[src/rtl/pcie_pkg.sv]
// Shared PCIe TLP definitions: completion header constants, the header record and
// the function that packs it into DW0..DW2.
package pcie_pkg;

  localparam logic [1:0]  FMT_3DW_DATA       = 2'b10;
  localparam logic [4:0]  TYPE_CPL           = 5'b01010;
  localparam logic [2:0]  CPL_STATUS_SC      = 3'b000;
  localparam logic [9:0]  CPL_LENGTH_1DW     = 10'd1;
  localparam logic [11:0] CPL_BYTE_COUNT_1DW = 12'd4;

  typedef struct packed {
    logic [15:0] completer_id;
    logic [15:0] requester_id;
    logic [7:0]  tag;
    logic [2:0]  tc;
    logic [1:0]  attr;
    logic [6:0]  lower_addr;
  } cpl_hdr_t;

  typedef logic [2:0][31:0] cpl_dws_t;

  function automatic cpl_dws_t pack_cpl_hdr(input cpl_hdr_t h);
    cpl_dws_t dws;
    dws[0] = {1'b0, FMT_3DW_DATA, TYPE_CPL, 1'b0, h.tc, 4'b0000, 1'b0, 1'b0,
              h.attr, 2'b00, CPL_LENGTH_1DW};
    dws[1] = {h.completer_id, CPL_STATUS_SC, 1'b0, CPL_BYTE_COUNT_1DW};
    dws[2] = {h.requester_id, h.tag, 1'b0, h.lower_addr[6:2], 2'b00};
    return dws;
  endfunction

endpackage

[src/rtl/pcie_tx_rdy_delay.sv]
// Delays the hard-IP tx_st_ready by READY_LATENCY cycles to give the cycles in
// which a beat may be presented.
module pcie_tx_rdy_delay #(
  parameter int READY_LATENCY = 2
) (
  input  logic clk,
  input  logic reset,
  input  logic tx_st_ready,
  output logic beat_ok
);

  generate
    if (READY_LATENCY == 0) begin : g_bypass
      logic unused_clk_rst;
      assign unused_clk_rst = clk ^ reset;
      assign beat_ok = tx_st_ready;
    end else begin : g_sr
      logic [READY_LATENCY-1:0] rdy_sr;
      always_ff @(posedge clk) begin
        if (reset) begin
          rdy_sr <= '0;
        end else begin
          rdy_sr[0] <= tx_st_ready;
          for (int i = 1; i < READY_LATENCY; i++) begin
            rdy_sr[i] <= rdy_sr[i-1];
          end
        end
      end
      assign beat_ok = rdy_sr[READY_LATENCY-1];
    end
  endgenerate

endmodule

[src/rtl/pcie_tx_cpl_gen.sv]
// Builds single-DW CplD TLPs for BAR register reads and drives them onto the
// hard-IP 64-bit Avalon-ST TX port, one request at a time.
module pcie_tx_cpl_gen
  import pcie_pkg::*;
#(
  parameter int READY_LATENCY = 2,
  parameter int CNT_W         = 32
) (
  input  logic             clk,
  input  logic             reset,
  input  logic [15:0]      completer_id,
  input  logic             req_valid,
  output logic             req_ready,
  input  logic [15:0]      req_requester_id,
  input  logic [7:0]       req_tag,
  input  logic [2:0]       req_tc,
  input  logic [1:0]       req_attr,
  input  logic [6:0]       req_lower_addr,
  input  logic [31:0]      req_data,
  input  logic             tx_st_ready,
  output logic             tx_st_valid,
  output logic             tx_st_startofpacket,
  output logic             tx_st_endofpacket,
  output logic             tx_st_error,
  output logic [63:0]      tx_st_data,
  output logic             busy,
  output logic [CNT_W-1:0] cpl_count
);

  typedef enum logic [2:0] {IDLE, HDR0, HDR2D, HDR2, DAT, DONE} state_t;

  state_t      state, state_nxt;
  logic        beat_ok;
  logic        accept;
  cpl_hdr_t    hold_hdr;
  logic [31:0] hold_data;
  cpl_dws_t    dws;

  pcie_tx_rdy_delay #(
    .READY_LATENCY (READY_LATENCY)
  ) u_rdy_delay (
    .clk         (clk),
    .reset       (reset),
    .tx_st_ready (tx_st_ready),
    .beat_ok     (beat_ok)
  );

  assign req_ready   = (state == IDLE);
  assign accept      = req_valid && req_ready;
  assign busy        = (state != IDLE);
  assign tx_st_error = 1'b0;
  assign dws         = pack_cpl_hdr(hold_hdr);

  // Request capture: held fields stay stable for the whole TLP.
  always_ff @(posedge clk) begin
    if (accept) begin
      hold_hdr.completer_id <= completer_id;
      hold_hdr.requester_id <= req_requester_id;
      hold_hdr.tag          <= req_tag;
      hold_hdr.tc           <= req_tc;
      hold_hdr.attr         <= req_attr;
      hold_hdr.lower_addr   <= req_lower_addr;
      hold_data             <= req_data;
    end
  end

  // State and completion counter; the counter wraps naturally.
  always_ff @(posedge clk) begin
    if (reset) begin
      state     <= IDLE;
      cpl_count <= '0;
    end else begin
      state     <= state_nxt;
      cpl_count <= cpl_count + CNT_W'(state == DONE);
    end
  end

  // Data follows the state, so it only changes once a beat is taken; valid,
  // sop and eop are gated by beat_ok so no beat lands on an unqualified cycle.
  always_comb begin
    state_nxt           = state;
    tx_st_valid         = 1'b0;
    tx_st_startofpacket = 1'b0;
    tx_st_endofpacket   = 1'b0;
    tx_st_data          = '0;
    case (state)
      IDLE: begin
        if (req_valid) state_nxt = HDR0;
      end
      HDR0: begin
        tx_st_data          = {dws[1], dws[0]};
        tx_st_valid         = beat_ok;
        tx_st_startofpacket = beat_ok;
        if (beat_ok) state_nxt = hold_hdr.lower_addr[2] ? HDR2D : HDR2;
      end
      HDR2D: begin
        tx_st_data        = {hold_data, dws[2]};
        tx_st_valid       = beat_ok;
        tx_st_endofpacket = beat_ok;
        if (beat_ok) state_nxt = DONE;
      end
      HDR2: begin
        tx_st_data  = {32'h0, dws[2]};
        tx_st_valid = beat_ok;
        if (beat_ok) state_nxt = DAT;
      end
      DAT: begin
        tx_st_data        = {32'h0, hold_data};
        tx_st_valid       = beat_ok;
        tx_st_endofpacket = beat_ok;
        if (beat_ok) state_nxt = DONE;
      end
      DONE: begin
        state_nxt = IDLE;
      end
      default: begin
        state_nxt = IDLE;
      end
    endcase
  end

endmodule

[config.mk]
export PLATFORM = sky130hd
export DESIGN_NAME = pcie_tx_cpl_gen
export DESIGN_NICKNAME = d
export VERILOG_FILES = /design/src/rtl/pcie_pkg.sv /design/src/rtl/pcie_tx_rdy_delay.sv /design/src/rtl/pcie_tx_cpl_gen.sv
export SDC_FILE = /design/constraint.sdc
export NUM_CORES = 1
export LEC_CHECK = 0
export BUFFER_PORTS_ARGS = -buffer_cell sky130_fd_sc_hd__buf_2
export CAP_MARGIN = 20
export CORE_MARGIN = 2
export CORE_UTILIZATION = 52
export DETAILED_ROUTE_END_ITERATION = 10
export MAX_ROUTING_LAYER = met4
export PLACE_DENSITY = 0.81
export SYNTH_ARGS = -nofsm -noshare
export SYNTH_HDL_FRONTEND = slang
export SYNTH_SLANG_ARGS = --single-unit
export TNS_END_PERCENT = 20
[constraint.sdc]
create_clock -name clk -period 7.8 [get_ports clk]
set_clock_uncertainty 0.15 [all_clocks]
set_input_delay 0.78 -clock clk [delete_from_list [all_inputs] [get_ports clk]]
set_output_delay 0.78 -clock clk [all_outputs]
set_load 0.1 [all_outputs]
### After elaboration in Yosys (flattened, before gate mapping)

Cells that the tools add are included.

| cells by class | value |
|---|---|
| add/subtract/negate cells | 1 |
| multiply operators | 0 |
| divide/modulo/power cells | 0 |
| order comparisons | 0 |
| eq/ne operators | 9 |
| shift-type cells | 0 |
| mux-type cells | 10 |
| bitwise operators | 0 |
| reduce and logical (&&, ||, !) cells | 6 |

Operators by type and width:

| cell | count |
|---|---|
| case mux 64 bit (4 select lines) | 1 |
| adder 32 x 1 -> 32 bit | 1 |
| 2-to-1 mux 3 bit | 4 |
| case mux 3 bit (4 select lines) | 1 |
| equality test 3 x 2 -> 1 bit (second input constant) | 2 |
| equality test 3 bit (second input constant) | 2 |
| != test 2 x 1 -> 1 bit (second input constant) | 3 |
| 2-to-1 mux 1 bit | 4 |
| AND reduction 4 bit | 1 |
| OR reduction 4 bit | 1 |
| equality test 3 x 1 -> 1 bit (second input constant) | 1 |
| logical NOT 3 bit | 1 |
| nonzero test 3 bit | 1 |
| != test 2 bit (second input constant) | 1 |
| OR reduction 2 bit | 1 |
| logical AND 1 bit | 1 |

| word-level totals | value |
|---|---|
| bits in registers | 121 |
| latch bits | 0 |
| bits in writable memories | 0 |
| memory bits (read-only) | 0 |
| output and inout bits | 102 |
| word-level logic and storage cells | 36 |
| memories | 0 |

### Depth between registers and ports, before layout

Gate-level depths: netlist (run 1).

| depth | value |
|---|---|
| word-level depth | 4 |
| depth in mapped cells | 11 |
| gate-level depth less buffers | 8 |

### Cells and area by module

Synthesis (run 1) repeated with hierarchy kept, for this count alone.

| unflattened totals | value |
|---|---|
| cells, all modules | 386 |
| area, all modules | 4879.7 µm² |

Modules (own cells, without submodules):

| module | instances | cells an instance | area each (µm²) | seq. area each (µm²) |
|---|---|---|---|---|
| pcie_tx_cpl_gen | 1 | 382 | 4827.1 | 3163.0 |
| pcie_tx_rdy_delay | 1 | 4 | 52.6 | 40.0 |

### Worst setup path before layout (run 1)

Ideal clock, no wire load.

| path | value |
|---|---|
| path type | reg2reg |
| from | register state[1] |
| to | register hold_hdr (netlist bit dws[12]) (enable) |
| arrival time | 4.016 ns |
| data required time | 7.201 ns |
| path slack | 3.185 ns |
| stages on the path, launching flop included | 5 |
| period minus slack after synthesis | 4.615 ns |
| cell sequence | dfxtp_1 clkbuf_1 or3_1 inv_1 and2_1 |

| between the ends | value |
|---|---|
| longest elaborated chain between the ends | 2 |

Ends and longest elaborated chain:

| what | RTL line | RTL |
|---|---|---|
| start: declaration | pcie_tx_cpl_gen.sv:32 | `state_t state, state_nxt;` |
| start signal: assignment | pcie_tx_cpl_gen.sv:73 | `state <= state_nxt;` |
| logical NOT 3 bit | pcie_tx_cpl_gen.sv:48 | `assign req_ready = (state == IDLE);` |
| net req_ready | pcie_tx_cpl_gen.sv:13 | `output logic req_ready,` |
| logical AND 1 bit | pcie_tx_cpl_gen.sv:49 | `assign accept = req_valid && req_ready;` |
| net accept | pcie_tx_cpl_gen.sv:34 | `logic accept;` |
| end: declaration | pcie_tx_cpl_gen.sv:35 | `cpl_hdr_t hold_hdr;` |

The timed path passes the listed nets, and every way through them passes these cells.
A chain may end at the register's enable or synchronous reset.

### Worst setup path in the final report (run 1)

| path | value |
|---|---|
| from | register state[1] |
| to | output port tx_st_data[59] |

| between the ends | value |
|---|---|
| longest elaborated chain between the ends | 2 |

Ends and longest elaborated chain:

| what | RTL line | RTL |
|---|---|---|
| equality test 3 bit (tied with other cells) | pcie_tx_cpl_gen.sv:86 | `case (state)` |
| case mux 64 bit (4 select lines) * | pcie_tx_cpl_gen.sv:86 |  |
| end: declaration | pcie_tx_cpl_gen.sv:25 | `output logic [63:0] tx_st_data,` |

Mark *: on every way between the ends. The rest lies on a longest branch, timed or not.

==> results of run 1 <==
final cells by class:
class / instances / area, µm²
repair buffers: 189 / 953
inverters: 4 / 15.0
clock buffers: 17 / 414
clock inverters: 15 / 163
flip-flops and latches: 119 / 3200
multi-input cells: 238 / 1570
well taps: 111 / 139
fillers: 645 / 2690
registers in the layout, indices dropped and copies added, names as in the netlist:
signal,flops
cpl_count,32
dws,50
hold_data,32
state,3
u_rdy_delay.g_sr.rdy_sr,2
stage by stage:
| step | hold slack, ns | setup slack (ns) |
|---|---|---|
| detailed placement | 0.276 | 4.07 |
| floorplan | 0.264 | 3.19 |
| CTS | 0.276 | 3.68 |
| global route | 0.275 | 3.51 |
| global placement | 0.290 | 4.13 |
| finish | 0.300 | 3.67 |
final timing paths:
path / to / cells after the start
setup / recovery: tx_st_data[59] / 4
hold / removal: dws[84] / 1
setup reg to reg: cpl_count[22] / 8
hold reg to reg: u_rdy_delay.g_sr.rdy_sr[1] / 1
cell usage in the layout (no fill, tap or decap), types with 8 or more instances in the layout:
master     count
inv_6          8
edfxtp_1      82
nand3_1       11
or4_1         11
o31ai_1        9
nor2b_1        8
clkbuf_16     16
nor2_1        16
a21oi_1       24
and2_1        19
buf_2        186
nand4_1        8
a22o_1        37
o21ai_0       17
nand2_1       17
dfxtp_1       37
routing by layer:
layer | global-route usage (%) | wire length, µm
met1 | 29.2 | 4920
met4 | 10.9 | 229
met3 | 6.87 | 796
met5 | - | 0
met2 | 40.9 | 6290
worst register-to-register path, delay by kind of cell, from the launching register on:
kind	cells	cell delay, ns
simple gates	5	2.50
flops	1	0.51
fa+ha+maj	2	0.44
compound gates	1	0.16
cell families (layout without fill, tap and decap cells):
group	Yosys count	count (layout)	synth area share, %
and+or+nand+nor	123	123	14.6
adders and majority gates	3	3	0.769
AOI/OAI and AO/OA	96	96	13.6
DFF	119	119	65.6
buffers and inverters	30	225	2.44
xor gates and xnor gates	10	10	1.79
muxes	5	5	1.10
other	1	1	0.0768
power breakdown:
| group | leakage (nW) | internal [W] | switching, W | total [W] |
|---|---|---|---|---|
| Sequential | 1.08 | 0.000711 | 0.0000124 | 0.000724 |
| Clock | 0.279 | 0.000461 | 0.000297 | 0.000758 |
| Combinational | 1.40 | 0.0000364 | 0.000156 | 0.000192 |
==> results.md, run 1 <==
* Post-Route WL at between 10000 and 15000 µm
* Die Span Y at 101 µm
* Unrepaired setup endpoints after global routing: false
* GR Overflow Total at 0
* Flops & latches, synth at roughly 120
* Syn_area_per_cell at ~13 µm²
* Unique cell type count in the Yosys netlist at 41
* Largest net degree at the start of global routing at 83
* CTS tree: done
* Routed vias at between 3000 and 4000
* Final Net Count at 660
* Number of synthesized flops with an enable pin at approximately 80
* Arr. time, crit path at between 3 and 4 ns
* Cells after Synth at between 300 and 400
* Clk Latency, worst-skew pair at 0.50 ns
* Yosys warning total at 0
* Fin. Hold Viols at 0
* Max-capacitance violation count at 0
* CP Data Required Time at roughly 7 ns
* Hold WC Path Type: input pin to flop
* Part of the cycle the worst path needs at between 50% and 60%
* Fmax at 0.242 GHz
* Ant diodes at 0
* Synth async-reset ratio at 0%
* Total CTS buffers at 17
* Routed length per placed instance at between 15 and 20 µm
* Clock root buffer: clkbuf_8
* Global-route wire length before repair at ~19000 µm
* Critical path cell sequence: nor2b_1 > and2_1 > a22o_1 > buf_2
* Clk buf depth at 2
* Synth top area share at between 50% and 60%
* H-tree depth at 4
* Clock transition at path regs at ~0.060 ns
* DP Area at between 5000 and 6000 µm²
* Status: finished clean
* Crit path capture type: output pin
* Iter 0 DRT Violations at 190
* Crit path max-delay family: simple AND/OR/NAND/NOR gates
* Final cell utilization of the core at 70.6%
* Pins Over Slew Limit at 0
* Core area at between 9000 and 10000 µm²
* Clock Sinks at 119
* Min Clock Period, post-route at a little over 4 ns
* # DRC at 0
* Slowest-stage cell, CP: nor2b_1
* CTS hold repair buffers at 0
* Post-Syn Area at roughly 4900 µm²
* Post-CTS Setup Bufs at 0
* CP startpoint kind: flop
* Routability congestion estimate at roughly 0.84
* Leakage power at ~2.8 nW
* DIE WIDTH at between 100 and 150 µm
* Buf/Inv on CP at 1
* Ranking of synthesized cells by area: edfxtp_1 (50%), dfxtp_1 (15%), a22o_1 (6.6%)
* Overall Global Routing Usage at 25.1%
* Reg-to-Reg Start: state[1]
* Power Density at around 260 nW/µm²
* Crit path launch: state[1]
* Starting density of the core at a little over half
* Worst slew pin tran at 1.04 ns
* Vias in the first global route at between 3000 and 4000
* Antenna violations before repair at 0
* Resized Gates After CTS at 0
* # setup viols final at 0
* Vias/cell at 5.72
* Setup slack, reg-to-reg at 3.97 ns
* Pwr Total at approximately 0.0017 W
* Post-Layout Cell Count at a little under 700
* CP max FO at 18
* Layout area overhead at 32.3%
* Ys flop type: edfxtp_1
* Detail Route Antenna Nets at 0
* Top-count cell post-synth: edfxtp_1
* Buffers on Ports at 186
* Slowest stage delay, CP at ~0.75 ns
* Share of cells above drive strength 1 at between 40% and 50%
* Dpl hpwl at slightly above 8000 µm
* Pre-antenna DRT Iters at 5
* Seq/Total Area, Yosys at 65.6%
* Design Area, Final at 6460 µm²
* Maximum vdd drop at 0.155 mV
* Die area at between 10000 and 15000 µm²
* Row Count at 35
* Hold_sp: req_requester_id[4]
* Setup TNS at 0 ns
* Mapped Nets at between 400 and 500
* Synth cell count leaders: edfxtp_1 (82), a22o_1 (37), dfxtp_1 (37)
* Post-Place Cells at about 660
* Max-slew headroom at a little under a third
* Crit path kind: flop to output pin
* IO Pins at 190
* Synth area leader: edfxtp_1
Power figures use the tool's default switching activity.
==> inputs of run 2 (changes only) <==
--- a/config.mk
+++ b/config.mk
@@ -8,10 +8,10 @@
 export BUFFER_PORTS_ARGS = -buffer_cell sky130_fd_sc_hd__buf_2
 export CAP_MARGIN = 20
 export CORE_MARGIN = 2
-export CORE_UTILIZATION = 52
+export CORE_UTILIZATION = 44
 export DETAILED_ROUTE_END_ITERATION = 10
 export MAX_ROUTING_LAYER = met4
-export PLACE_DENSITY = 0.81
+export PLACE_DENSITY = 0.73
 export SYNTH_ARGS = -nofsm -noshare
 export SYNTH_HDL_FRONTEND = slang
 export SYNTH_SLANG_ARGS = --single-unit
==> constraint.sdc (replaced) <==
create_clock -name clk -period 3.6 [get_ports clk]
set_clock_uncertainty 0.15 [all_clocks]
set_input_delay 0.36 -clock clk [delete_from_list [all_inputs] [get_ports clk]]
set_output_delay 0.36 -clock clk [all_outputs]
set_load 0.1 [all_outputs]
==> run 2 against run 1 <==
Via count increased by 10%. Routed wire length rose by 18%. Clock power increased by 99%. Final cell count increased by 17%. Flip-flop and latch count unchanged. First-iteration DRC count is 100% higher. Combinational power increased to 2.6 times the previous value. Non-clock buffer count rose by 89.
==> results.md, run 2 (synthesis gave the netlist of run 1 again) <==
* Max FFs per register at 50 (unchanged)
* Fmax at about 0.3 GHz
* Fin. Hold Viols at 0 (unchanged)
* Leakage power at 3.11 nW (was 2.75 nW)
* Clk Latency, worst-skew pair at 0.52 ns (was 0.50 ns)
* CP Data Required Time at 3.09 ns (was 6.87 ns)
* Detail Route Antenna Nets at 0 (unchanged)
* DIE WIDTH at 109 µm (was 101 µm)
* Pre-antenna DRT Iters at 4 (was 5)
* Routability congestion estimate at 0.848 (was 0.836)
* Worst slew pin tran at 0.745 ns (was 1.04 ns)
* CTS hold repair buffers at 83 (was 0)
* Antenna violations before repair at 0 (unchanged)
* Routed length per placed instance at 17.7 µm (was 17.6 µm)
* Buffers on Ports at 186 (unchanged)
* Most frequent cells in the layout: buf_2 (186), dlygate4sd3_1 (83), edfxtp_1 (82) (was buf_2 (186), edfxtp_1 (82), a22o_1 (37), dfxtp_1 (37), a21oi_1 (24))
* Die Span Y at 109 µm (was 101 µm)
* Vias/cell at 5.36 (was 5.72)
* Min Clock Period, post-route at between 3 and 4 ns
* Arr. time, crit path at 2.81 ns (was 3.20 ns)
* Clk buf depth at 2 (unchanged)
* Starting density of the core at 45.0% (was 53.3%)
* Power Density at 488 nW/µm² (was 259 nW/µm²)
* NetSw at 0.000993 W (was 0.000465 W)
* Crit path capture type: output pin (unchanged)
* Resized Gates After CTS at 0 (unchanged)
* Commonest non-fill, non-tap cell in the layout: buf_2 (unchanged)
* Power Internal at 0.00259 W (was 0.00121 W)
* GR Overflow Total at 0 (unchanged)
* Switching Fraction at 27.7% (was 27.8%)
* Post-Route WL at 14400 µm (was 12200 µm)
* Comb pwr share at 14.1% (was 11.5%)
* Reg-to-Reg Start: state[2] (was state[1])
* Clock power share at 42.1% (was 45.3%)
* Iter 0 DRT Violations at 386 (was 190)
* Setup TNS at 0 ns (unchanged)
* Post-Layout Cell Count at 812 (was 693)
* Crit path launch: state[2] (was state[1])
* CTS tree: done (unchanged)
* Final Net Count at 749 (was 660)
* Maximum vdd drop at 0.409 mV (was 0.155 mV)
* Part of the cycle the worst path needs at 92.2%
* Core area at 10800 µm² (was 9150 µm²)
* Pins Over Slew Limit at 0 (unchanged)
* # DRC at 0 (unchanged)
* H-tree depth at 4 (unchanged)
* Status: finished clean (unchanged)
* Crit path kind: flop to output pin (unchanged)
* Max-slew headroom at 50.3% (was 30.5%)
* Max-capacitance violation count at 0 (unchanged)
* Seq pwr share at 43.8% (was 43.2%)
* Routed vias at 4356 (was 3961)
* CP startpoint kind: flop (unchanged)
* CP max FO at 30 (was 18)
* Vias in the first global route at 4254 (was 3808)
* Row Count at 38 (was 35)
* # setup viols final at 0 (unchanged)
* Clock root buffer: clkbuf_8 (unchanged)
* Clock Sinks at 119 (unchanged)
* Clock transition at path regs at 0.05 ns (was 0.06 ns)
* Layout area overhead at 50.6% (was 32.3%)
* Dpl hpwl at 8570 µm (was 8260 µm)
* Post-CTS Setup Bufs at 0 (unchanged)
* Total CTS buffers at 17 (unchanged)
* Largest net degree at the start of global routing at 57 (was 83)
* Global-route wire length before repair at 21400 µm (was 18800 µm)
* Hold WC Path Type: input pin to flop (unchanged)
* Unrepaired setup endpoints after global routing: false (unchanged)
* IO Pins at 190 (unchanged)
* Share of cells above drive strength 1 at 35.5% (was 40.2%)
* Post-Place Cells at 696 (was 661)
* Overall Global Routing Usage at 25.0% (was 25.1%)
* Die area at 12000 µm² (was 10200 µm²)
* Hold_sp: req_valid (was req_requester_id[4])
* Min Hold Slack at 0.165 ns (was 0.300 ns)
## run 2: final timing paths
path | to | slack (ns) | depth (start not counted)
worst min register to register | u_rdy_delay.g_sr.rdy_sr[1] | 0.32 | 1
worst max register to register | cpl_count[31] | 0.81 | 6
worst min-delay path | state[0] | 0.17 | 5
worst max-delay path | tx_st_data[21] | 0.28 | 6
## run 2: per-stage QoR
stage / util (%) / setup slack [ns] / total power [W] / instance area [µm²]
3_3_place_gp: 55.2 / 0.902 / 0.00201 / 5990
5_1_grt: 67.8 / 0.0597 / 0.00369 / 7350
4_1_cts: 67.8 / 0.252 / 0.00360 / 7350
6_report: 67.8 / 0.282 / 0.00358 / 7350
3_5_place_dp: 55.2 / 0.843 / 0.00202 / 5990
2_1_floorplan: - / -0.00700 / 0.00191 / 4880
## run 2: layer usage
metal | track usage [%] | routed length [µm] | vias to the layer above | share of wire, %
met2 | 40.6 | 7530 | 216 | 52
li1 | - | - | 2026 | -
met1 | 29.0 | 5610 | 2085 | 39
met3 | 6.52 | 946 | 29 | 6.6
met5 | - | 0 | - | 0
met4 | 11.8 | 327 | 0 | 2.3
## run 2: final cells by class
type / instances / area [µm²]
Inverter: 4 / 15.0
Clock buffer: 19 / 422
Clock inverter: 13 / 109
Tap cell: 140 / 175
Antenna cell: 1 / 2.50
Sequential cell: 119 / 3200
Multi-Input combinational cell: 238 / 1570
Timing Repair Buffer: 278 / 1850
Fill cell: 763 / 3490
## run 2: power groups by stage
stage	Sequential, W	Combinational (W)	Clock [W]
final	0.00157	0.000505	0.00151
after global routing	0.00157	0.000524	0.00159
after CTS	0.00157	0.000498	0.00153
after detailed placement	0.00159	0.000425	0
after global placement	0.00159	0.000421	0
after floorplan	0.00158	0.000323	0
## run 2: worst max-delay path, stage by stage (launching register included)
cell and delay [ns]:
dfxtp_1 0.65, inv_1 0.20, nor3_2 0.51, buf_12 0.25, nand2_1 0.09, o21ai_0 0.09, buf_2 0.46
